<file path="src/rtl/psg_volume_sequencer.sv">
// Shares one attenuation lookup across all PSG channels by scanning them one per clock after each sample tick.
// Optional sticky start-while-busy flag: define PSG_SEQ_OVERRUN_EN to add the overrun port.
module psg_volume_sequencer #(
    parameter int CHANNELS     = 4,
    parameter int CONTROL_BITS = 4,
    parameter int VOLUME_BITS  = 14,
    parameter int OUT_BITS     = VOLUME_BITS + $clog2(CHANNELS)
) (
    input  logic                             clk,
    input  logic                             rst_n,
    input  logic                             start,
    input  logic [CHANNELS-1:0]              chan_in,
    input  logic [CHANNELS*CONTROL_BITS-1:0] chan_att,
    output logic                             lut_in,
    output logic [CONTROL_BITS-1:0]          lut_control,
    input  logic [VOLUME_BITS-1:0]           lut_volume,
    output logic [OUT_BITS-1:0]              sample,
    output logic                             sample_valid,
    output logic                             busy
`ifdef PSG_SEQ_OVERRUN_EN
    ,
    output logic                             overrun
`endif
);

    localparam int IDX_BITS = $clog2(CHANNELS);
    localparam logic [IDX_BITS-1:0] LAST_IDX = IDX_BITS'(CHANNELS - 1);

    typedef enum logic {IDLE, SCAN} state_t;

    state_t                            state_q, state_d;
    logic [IDX_BITS-1:0]               idx_q, idx_d;
    logic [OUT_BITS-1:0]               acc_q, acc_d;
    logic [CHANNELS-1:0]               snap_in_q, snap_in_d;
    logic [CHANNELS*CONTROL_BITS-1:0]  snap_att_q, snap_att_d;
    logic [OUT_BITS-1:0]               sample_q, sample_d;
    logic                              valid_q, valid_d;
`ifdef PSG_SEQ_OVERRUN_EN
    logic                              overrun_q, overrun_d;
`endif

    // State register.
    // NOTE: the snapshot is a handful of flops, not a RAM, so it is reset along with everything else.
    always_ff @(posedge clk or negedge rst_n) begin
        if (!rst_n) begin
            state_q    <= IDLE;
            idx_q      <= '0;
            acc_q      <= '0;
            snap_in_q  <= '0;
            snap_att_q <= '0;
            sample_q   <= '0;
            valid_q    <= 1'b0;
`ifdef PSG_SEQ_OVERRUN_EN
            overrun_q  <= 1'b0;
`endif
        end else begin
            // NOTE: non-blocking so every flop samples pre-edge values regardless of statement order.
            state_q    <= state_d;
            idx_q      <= idx_d;
            acc_q      <= acc_d;
            snap_in_q  <= snap_in_d;
            snap_att_q <= snap_att_d;
            sample_q   <= sample_d;
            valid_q    <= valid_d;
`ifdef PSG_SEQ_OVERRUN_EN
            overrun_q  <= overrun_d;
`endif
        end
    end

    // Next-state and datapath.
    always_comb begin
        // NOTE: hold-value defaults on every path keep this block free of inferred latches.
        state_d    = state_q;
        idx_d      = idx_q;
        acc_d      = acc_q;
        snap_in_d  = snap_in_q;
        snap_att_d = snap_att_q;
        sample_d   = sample_q;
        valid_d    = 1'b0;
        unique case (state_q)
            IDLE: begin
                if (start) begin
                    snap_in_d  = chan_in;
                    snap_att_d = chan_att;
                    idx_d      = '0;
                    acc_d      = '0;
                    state_d    = SCAN;
                end
            end
            SCAN: begin
                acc_d = acc_q + OUT_BITS'(lut_volume);
                if (idx_q == LAST_IDX) begin
                    sample_d = acc_d;
                    valid_d  = 1'b1;
                    state_d  = IDLE;
                end else begin
                    idx_d = idx_q + 1'b1;
                end
            end
            default: state_d = IDLE;
        endcase
`ifdef PSG_SEQ_OVERRUN_EN
        overrun_d = overrun_q;
        if (start && state_q == SCAN) overrun_d = 1'b1;
        // The pulse that ends a pass acknowledges the flag; it overrides a same-edge set.
        if (valid_q) overrun_d = 1'b0;
`endif
    end

    // Outputs, decoded from registers only; IDLE presents a silent lookup request.
    always_comb begin
        busy        = (state_q == SCAN);
        lut_in      = 1'b0;
        lut_control = '1;
        if (state_q == SCAN) begin
            lut_in      = snap_in_q[idx_q];
            lut_control = snap_att_q[int'(idx_q)*CONTROL_BITS +: CONTROL_BITS];
        end
    end

    assign sample       = sample_q;
    assign sample_valid = valid_q;
`ifdef PSG_SEQ_OVERRUN_EN
    assign overrun      = overrun_q;
`endif

endmodule

</file>
<file path="config.mk">
export PLATFORM = sky130hd
export DESIGN_NAME = psg_volume_sequencer
export DESIGN_NICKNAME = d
export VERILOG_FILES = /design/src/rtl/psg_volume_sequencer.sv
export SDC_FILE = /design/constraint.sdc
export NUM_CORES = 1
export LEC_CHECK = 0
export CAP_MARGIN = 10
export CORE_ASPECT_RATIO = 1.1
export CORE_MARGIN = 8
export CORE_UTILIZATION = 40
export CTS_CLUSTER_DIAMETER = 40
export DETAILED_ROUTE_END_ITERATION = 7
export HOLD_SLACK_MARGIN = 0.08
export PLACE_DENSITY_LB_ADDON = 0.3
export SYNTH_ARGS = -nofsm -noshare
export SYNTH_HDL_FRONTEND = slang
export SYNTH_SLANG_ARGS = --single-unit
</file>
<file path="constraint.sdc">
create_clock -name clk -period 2.9 [get_ports clk]
set_input_delay 0.435 -clock clk [delete_from_list [all_inputs] [get_ports clk]]
set_output_delay 0.435 -clock clk [all_outputs]
set_load 0.1 [all_outputs]
</file>
==> results.yml, run 1 <==
run_status:
  run_status: "finished, final reports clean"
clock_network:
  cts_tree: "built"
  cts_buffers: 5
  clockBufferDepth: 2
  cts_root_buffer: "clkbuf_8"
  clk_latency_ns: 0.31
  clock-sinks: 56
  holdBufCountCts: 0
  cts_setup_buffers: 0
  htree_num_levels: 2
  cts-resized-gates: 0
  path_clk_slew_ns: 0.10
synth:
  synth_cell_type_count: 40
  netlist_instances: 247
  avgSynthCellArea_um2: 11.6
  synth_nets: 300
  ys_seq_area_share_pct: 48.7
  synth_area_um2: 2880
  yosys_warnings: 0
  ys_ff_latch: 56
final_layout:
  area_growth_pct: 25.7
  drive_gt1_share_pct: 24.3
  fin_cells: 394
  fin_util_pct: 51.6
  fillers: 653
  diodes: 0
  fin_nets: 361
placed_design:
  dpl_worst_slack_ns: 0.176
  hpwlAfterDp_um: 4870
  gp_congestion: 0.829
  place_inst: 384
  port_buffers: 59
detailed_routing:
  drcViolationCount: 0
  post_drt_wl_per_cell_um: 16.5
  drtIter0Drc: 110
  via_per_inst: 5.30
  dr_total_vias: 2087
  first_pass_iters: 4
  wirelength_um: 6490
  ant_nets: 0
sta:
  rsz0062_at_grt: "no"
  period_needed_ns: 2.41
  worst_slew_pin_slew_ns: 1.21
  finalSetupViolations: 0
  finalMaxSlewViolations: 0
  finClkSkew_ns: 0.00768
  max_slew_margin_pct: 18.8
  fin_tns_setup_ns: 0
  fmax_ghz: 0.415
  min_period_over_period_pct: 83.1
  worst_slack_ns: 0.490
  finalHoldViolCount: 0
global_routing:
  first_global_vias: 2284
  grt_max_degree: 50
  grt_use_total_pct: 13.0
  grt_pass1_wl_um: 11200
  grt-ovfl-total: 0
  antenna_found_initial: 0
setup_path:
  crit_arrival_ns: 2.60
  r2r_slack_ns: 0.66
  worstPathRequired_ns: 3.09
  endpoint_kind: "flop"
  crit_fanout: 3
  cp-start-kind: "input pin"
  critPathKind: "input pin to flop"
floorplanning:
  rows: 32
  die_area_um2: 10200
  io_pins: 60
  die_x_um: 96.8
  core_area_um2: 7010
  dieHeight_um: 105
  start_util_pct: 41.0
job:
  cap_violations: 0
hold_path:
  worstHoldPathType: "flop to flop"
==> state kept, by name, indices dropped and copies added (netlist names) <==
register / flops
acc_q: 16
busy: 1
idx_q: 2
sample: 16
sample_valid: 1
snap_att_q: 16
snap_in_q: 4
==> cells by family (layout without fill, tap and decap cells) <==
| group | count (synthesis) | in the layout | share of synthesized area, % |
|---|---|---|---|
| compound gates | 61 | 61 | 13.8 |
| mux | 35 | 35 | 15.6 |
| flops | 56 | 56 | 48.7 |
| fa+ha+maj | 16 | 16 | 7.22 |
| buf+inv | 17 | 79 | 2.39 |
| xor+xnor | 13 | 13 | 3.96 |
| simple gates | 49 | 49 | 8.31 |
==> final timing paths <==
| kind | depth (start not counted) | endpoint | startpoint |
|---|---|---|---|
| worst max register to register | 7 | acc_q[15] | acc_q[8] |
| min in group asynchronous | 2 | sample[7] | rst_n |
| max in group asynchronous | 4 | acc_q[12] | rst_n |
| worst max-delay path | 9 | sample[12] | lut_volume[0] |
| worst min register to register | 2 | sample[6] | sample[6] |
| worst min-delay path | 2 | sample[6] | sample[6] |
==> metal layers <==
| layer | vias up | track usage (%) | share of wire [%] |
|---|---|---|---|
| li1 | 1007 | - | - |
| met1 | 1026 | 15.3 | 43 |
| met2 | 48 | 22.0 | 50 |
| met3 | 6 | 4.28 | 6.0 |
| met4 | 0 | 3.96 | 1.0 |
| met5 | - | 0 | 0 |
==> per-stage QoR <==
stage / instance area (um^2) / hold slack, ns
after floorplan: 2880 / 0.139
after global placement: 3500 / 0.465
after detailed placement: 3500 / 0.472
after CTS: 3580 / 0.359
after global routing: 3610 / 0.517
final: 3610 / 0.492
==> cell type report <==
cell class	count	area [um^2]	share of cell area, %
well taps	85	106	2.94
repair buffers	65	588	16.3
clock inverters	2	16.3	0.450
clock buffers	6	72.6	2.01
multi-input cells	174	1410	38.9
inverters	6	22.5	0.623
flip-flops and latches	56	1400	38.8
==> worst max-delay path: stages <==
cell and delay, ns:
clkdlybuf4s50_1 0.43, ha_1 0.23, fa_1 0.41, a21oi_1 0.21, o21a_1 0.19, o211a_1 0.21, o21bai_2 0.07, xor2_1 0.15
mux2_2 0.27
==> cells in the mapped netlist <==
| master | n | area [um^2] |
|---|---|---|
| fa_1 | 1 | 20.0 |
| nor2_1 | 4 | 15.0 |
| buf_2 | 1 | 5.00 |
| o22ai_1 | 2 | 12.5 |
| buf_1 | 2 | 7.51 |
| o21ai_0 | 14 | 70.1 |
| inv_1 | 5 | 18.8 |
| a211oi_1 | 1 | 7.51 |
| a21oi_1 | 16 | 80.1 |
| o21ai_2 | 1 | 8.76 |
| o21bai_2 | 1 | 11.3 |
| mux4_2 | 5 | 113 |
| mux2_2 | 29 | 327 |
| nand3_1 | 5 | 25.0 |
| nor3_1 | 1 | 5.00 |
| o21a_1 | 5 | 37.5 |
| ha_1 | 15 | 188 |
| inv_2 | 1 | 3.75 |
| dfrtp_1 | 56 | 1400 |
| o21ai_1 | 2 | 10.0 |
| xnor2_1 | 9 | 78.8 |
| and3_1 | 1 | 6.26 |
| o21bai_1 | 1 | 7.51 |
| o22a_1 | 1 | 8.76 |
| nand4_1 | 2 | 12.5 |
| a21o_1 | 3 | 22.5 |
| a22o_1 | 9 | 78.8 |
| or3_1 | 2 | 12.5 |
| or3b_4 | 1 | 11.3 |
| xor2_1 | 4 | 35.0 |
| o211a_1 | 1 | 10.0 |
| and2_1 | 2 | 12.5 |
| mux2i_1 | 1 | 10.0 |
| buf_4 | 1 | 7.51 |
| nand2b_1 | 4 | 25.0 |
| o31ai_1 | 2 | 15.0 |
| nand2_1 | 22 | 82.6 |
| o211ai_1 | 2 | 15.0 |
| nor2b_1 | 5 | 31.3 |
| clkbuf_1 | 7 | 26.3 |
==> placed cells by master, fill, tap and decap left out, types with 2 or more instances in the layout <==
| cell | n |
|---|---|
| xnor2_1 | 9 |
| ha_1 | 15 |
| nor2b_1 | 4 |
| nor2_1 | 4 |
| clkdlybuf4s50_1 | 35 |
| inv_1 | 5 |
| nand4_1 | 2 |
| mux2_2 | 29 |
| o22ai_1 | 2 |
| nand3_1 | 5 |
| a21oi_1 | 16 |
| dfrtp_1 | 56 |
| o211ai_1 | 2 |
| nand2_1 | 22 |
| clkbuf_8 | 5 |
| o31ai_1 | 2 |
| xor2_1 | 4 |
| and2_1 | 2 |
| a22o_1 | 9 |
| o21ai_0 | 14 |
| or3_1 | 2 |
| mux4_2 | 5 |
| a21o_1 | 3 |
| nand2b_1 | 4 |
| buf_4 | 27 |
| o21a_1 | 5 |
| o21ai_1 | 2 |
Power of run 1 is left out: the tool's default activity adds up to more than one toggle a clock period on the data nets, which glitch-free logic cannot reach.
==> inputs of run 2 (changes only) <==
==> constraint.sdc (replaced) <==
create_clock -name clk -period 2.2 [get_ports clk]
set_input_delay 0.33 -clock clk [delete_from_list [all_inputs] [get_ports clk]]
set_output_delay 0.33 -clock clk [all_outputs]
set_load 0.1 [all_outputs]
==> run 2 against run 1 <==
Clock skew is 0.0017 ns higher; setup slack worse by 0.42 ns; design area is 9.9% higher; via count is 6.0% higher; utilization is 5.1 points higher; count of clock-buffer cells in the layout stayed put; die area stayed put; global-route usage is 0.90 points higher; non-clock buffer count is 27 higher; first-iteration DRC count is 49% lower; critical path type unchanged; critical path depth stayed put.
==> results.yml, run 2 (synthesis results as in run 1) <==
run_status:
  run_status: "finished, final reports clean"
setup_path:
  worstPathRequired_ns: 2.41
  critPathKind: "input pin to flop"
  endpoint_kind: "flop"
  cp-start-kind: "input pin"
  crit_fanout: 3
  crit_arrival_ns: 2.34
clock_network:
  clockBufferDepth: 2
  path_clk_slew_ns: 0.10
  cts_tree: "built"
  cts_root_buffer: "clkbuf_8"
  cts_buffers: 5
  clk_latency_ns: 0.31
  clock-sinks: 56
  htree_num_levels: 2
final_layout:
  final_cell_mix: "dfrtp_1 (55), buf_4 (49), clkdlybuf4s50_1 (33)"
  diodes: 0
  fin_area_um2: 3970
  fin_cells: 421
  drive_gt1_share_pct: 34.5
  fin_nets: 388
  final_common_cell: "dfrtp_1"
  area_growth_pct: 38.2
global_routing:
  grt_pass1_wl_um: 11800
  grt_max_degree: 36
  grt-ovfl-total: 0
  gr-usage-met3_pct: 4.48
  top_usage_layer: "met2"
  met2_usage_pct: 23.6
  grt_use_total_pct: 13.9
  antenna_found_initial: 1
  first_global_vias: 2513
  grt_util_met1_pct: 16.5
sta:
  finalHoldViolCount: 0
  min_period_over_period_pct: 96.8
  finalMaxSlewViolations: 0
  finalSetupViolations: 0
  max_slew_margin_pct: 64.0
  worst_slack_ns: 0.0698
  period_needed_ns: 2.13
  worst_slew_pin_slew_ns: 0.539
  fin_hold_ws_ns: 0.455
  finClkSkew_ns: 0.00936
  fmax_ghz: 0.469
placed_design:
  port_buffers: 59
  dpl_worst_slack_ns: -0.383
  hpwlAfterDp_um: 5090
  postPlaceCellArea_um2: 3780
  gp_congestion: 0.873
  place_inst: 411
detailed_routing:
  via_per_inst: 5.26
  first_pass_iters: 4
  drcViolationCount: 0
  ant_nets: 0
  wirelength_um: 6810
  dr_total_vias: 2213
  post_drt_wl_per_cell_um: 16.2
  drtIter0Drc: 56
floorplanning:
  die_area_um2: 10200
  io_pins: 60
  dieHeight_um: 105
  rows: 32
  die_x_um: 96.8
  start_util_pct: 41.0
  core_area_um2: 7010
job:
  cap_violations: 0
hold_path:
  worstHoldPathType: "input pin to flop"
[run 2: cell types whose count changed in the layout (fill, tap and decap cells not counted), sizes merged]
cell / before / now
buf: 29 / 56
clkdlybuf4s50: 35 / 33
dlymetal6s2s: 0 / 2
bufinv: 0 / 1
clkinvlp: 1 / 0
[run 2: layout make-up]
| cell class | count | area [um^2] |
|---|---|---|
| inverter | 6 | 22.5 |
| clock buffer | 6 | 72.6 |
| tap | 85 | 106 |
| sequential | 56 | 1400 |
| timing repair buffer | 92 | 858 |
| multi-input combinational | 174 | 1480 |
| clock inverter | 2 | 35.0 |
| fill | 590 | 3030 |
[run 2: per-layer routing]
layer	vias to the layer above	wire [um]
met5	-	11
met4	2	80
met3	10	346
met2	48	3340
met1	1090	3040
li1	1063	-
[run 2: per-stage QoR]
step	utilization (%)	TNS (ns)
2_1_floorplan	-	0
5_1_grt	56.7	-0.0530
6_report	56.7	0
3_3_place_gp	53.9	-6.22
3_5_place_dp	53.9	-6.92
4_1_cts	55.8	0
[run 2: final timing paths]
kind / start / endpoint / slack [ns] / cells after the start
worst max register to register: acc_q[8] / acc_q[14] / 0.10 / 8
worst min-delay path: lut_volume[0] / acc_q[0] / 0.46 / 3
worst min register to register: sample[10] / sample[10] / 0.49 / 2
max in group asynchronous: rst_n / acc_q[2] / 1.10 / 3
min in group asynchronous: rst_n / sample[2] / 0.53 / 2
worst max-delay path: lut_volume[6] / acc_q[14] / 0.07 / 9
[run 2: critical path: stages]
cell and delay, ns:
clkdlybuf4s50_1 0.40, ha_1 0.30, nand3_1 0.12, or3_4 0.40, o211a_1 0.25, buf_4 0.14, o21ai_2 0.15, o21ai_0 0.09
nor2b_1 0.14
[run 2: repair_timing]
item / in CTS / in global routing
setup endpoints to repair: 8 / 17
resized for setup: 5 / 12
pin swaps: 0 / 11
endpoints found under the hold margin: 21 / 0
setup buffers: 0 / 1
hold buffers: 1 / 0
Power of run 2 is left out for the same reason.
==> RTL change: new RTL, flow settings as in run 1 <==
Register the output `lut_control`, with the module's reset; this adds one clock of latency there. The other outputs are not delayed to match.
--- a/src/rtl/psg_volume_sequencer.sv
+++ b/src/rtl/psg_volume_sequencer.sv
@@ -29,2 +29,4 @@
     typedef enum logic {IDLE, SCAN} state_t;
+
+    logic [CONTROL_BITS-1:0] lut_control_d;
 
@@ -114,6 +116,6 @@
         lut_in      = 1'b0;
-        lut_control = '1;
+        lut_control_d = '1;
         if (state_q == SCAN) begin
             lut_in      = snap_in_q[idx_q];
-            lut_control = snap_att_q[int'(idx_q)*CONTROL_BITS +: CONTROL_BITS];
+            lut_control_d = snap_att_q[int'(idx_q)*CONTROL_BITS +: CONTROL_BITS];
         end
@@ -127,2 +129,10 @@
 
+    always_ff @(posedge clk or negedge rst_n) begin
+        if (!rst_n) begin
+            lut_control <= '0;
+        end else begin
+            lut_control <= lut_control_d;
+        end
+    end
+
 endmodule
Check against the original RTL: not equivalent (a bounded check fails within 4 cycles, from zero or initial values and one cycle with rst_n low).
==> RTL change against run 1 <==
Worst setup slack gained 0.045 ns; cell area grew 6.3%; via count grew 2.3%; largest cell class is now sequential cells; critical endpoint is now acc_q[15]; critical path depth shrank 1; die area grew 2.9%; wire length grew 3.1%; area after synthesis grew 3.5%; sequential cell count grew 4; global-route usage grew 0.56 points; sequential share of layout area grew 0.31 points.
Power is left out: the tool's default activity adds up to more than one toggle a clock period on the data nets, which glitch-free logic cannot reach.
==> RTL change: results (changes against run 1) <==
qor: placement.dp_hpwl 4910 microns [+0.75%]
qor: finish.insertedDiodeCount 0 [unchanged]
qor: route.dr.first_iter.drc_count 86 [-22%]
qor: min_path.worst_hold_path_type in -> async
qor: sta.clock-skew-final 0.00708 ns [-0.000598 ns]
qor: synth.yosys-top-cells-area dfrtp_1 50%, mux2_2 11%, ha_1 6.3%
qor: run_status.outcome finished, final reports clean
qor: global_route.antenna_found_initial 0 [unchanged]
qor: global_route.grt_pass1_vias 2358 [+3.2%]
qor: global_route.grtUsageMet2 22.3% [+0.31 points]
qor: clocking.cts_max_level 3 [+1]
qor: clocking.cts_setup_buffers 0 [unchanged]
qor: finish.fill_cells 671 [+2.8%]
qor: synth.synth.net_count 304 [+1.3%]
qor: clocking.ctsResizeCount 0 [unchanged]
qor: worst_setup_path.cp_slowest_stage_delay 0.41 ns [-0.02 ns]
qor: synth.yosysUniqueCellTypes 40 [unchanged]
qor: clocking.clkLatencyLatePin 0.34 ns [+0.03 ns]
qor: clocking.clk_path_buf_depth 2 [unchanged]
qor: finish.final_nets 370 [+2.5%]
qor: clocking.tritoncts.num_buffers 9 [+4]
qor: synth.asyncSetResetFlopFracSynth 100% [unchanged]
qor: clocking.clk_pin_slew_worst_paths 0.07 ns [-0.03 ns]
qor: global_route.grt_pass1_wl 11400 microns [+1.8%]
qor: global_route.grt.met3_usage 4.51% [+0.23 points]
qor: global_route.grtUsageTotal 13.6% [+0.56 points]
qor: route.drtPass1Iterations 4 [unchanged]
qor: synth.commonest_cells_post_synth 60 x dfrtp_1, 29 x mux2_2, 22 x nand2_1
qor: worst_setup_path.worstPathArrival 2.62 ns [+0.02 ns]
qor: worst_setup_path.critical_path_peak_fanout 7 [+4]
qor: route.wire_per_inst 16.4 microns [-0.64%]
qor: finish.final_layout_size_suffix_gt1_share 26.4% [+2.1 points]
qor: synth.synth-seq-area-share 50.5% [+1.7 points]
qor: route.vias_per_cell 5.22 [-1.5%]
qor: global_route.maximum_number_of_pins_on_one_net_before_global_route_repair 44 [-12%]
qor: synth.yosysWarnings 0 [unchanged]
qor: placement.finalWeightedCongestion 0.848 [+2.2%]
qor: global_route.grt_util_met1 16.0% [+0.76 points]
qor: sta.slew_headroom 35.3% [+16 points]
## RTL change: cell types whose count changed in the layout (fill, tap and decap cells not counted), sizes merged
| cell | change |
|---|---|
| dfrtp | +4 |
| bufinv | +2 |
| inv | +1 |
| dlygate4sd3 | -1 |
| buf | +2 |
| clkinv | +1 |
| clkbuf | +4 |
## RTL change: stage by stage
stage,util [%],hold WS [ns],setup slack [ns],cell area [sq um],cells
after floorplan,-,0.139,0.123,2980,251
after global placement,49.2,0.466,0.192,3620,393
after detailed placement,49.2,0.483,0.184,3620,393
after CTS,52.3,0.290,0.525,3840,409
after global routing,52.3,0.334,0.423,3840,409
final,52.3,0.252,0.535,3840,409
## RTL change: layout make-up
class | instances | area, sq um | area share (%)
clock buffer | 10 | 138 | 3.58
multi-input combinational | 174 | 1410 | 36.6
timing repair buffer | 66 | 581 | 15.1
inverter | 6 | 22.5 | 0.586
clock inverter | 6 | 86.3 | 2.25
sequential | 60 | 1500 | 39.1
tap | 87 | 109 | 2.83
## RTL change: cells by family after synthesis
logic type / Yosys count / synth area share (%)
compound gates: 61 / 13.3
simple gates: 49 / 8.03
fa+ha+maj: 16 / 6.98
flops: 60 / 50.5
xor+xnor: 13 / 3.83
mux: 35 / 15.1
buf+inv: 17 / 2.31
## RTL change: critical path: cells and delay by family
family	cells	cell delay, ns
buffers and inverters	1	0.41
adder cells (fa/ha/maj)	1	0.41
AO/OA/AOI/OAI	3	0.48
AND/OR/NAND/NOR	3	0.88
## RTL change: metal layers
| layer | vias up | part of all wire [%] |
|---|---|---|
| met5 | - | 0 |
| met3 | 11 | 7.1 |
| met2 | 60 | 48 |
| met4 | 0 | 1.5 |
| met1 | 1026 | 44 |
| li1 | 1037 | - |
## RTL change: worst paths after layout
kind	endpoint	startpoint	depth (start not counted)
max	acc_q[15]	lut_volume[8]	8
min	sample[7]	rst_n	1
max reg2reg	acc_q[15]	acc_q[8]	7
min reg2reg	acc_q[13]	acc_q[13]	2
max in group asynchronous	snap_att_q[0]	rst_n	2
min in group clk	acc_q[13]	acc_q[13]	2
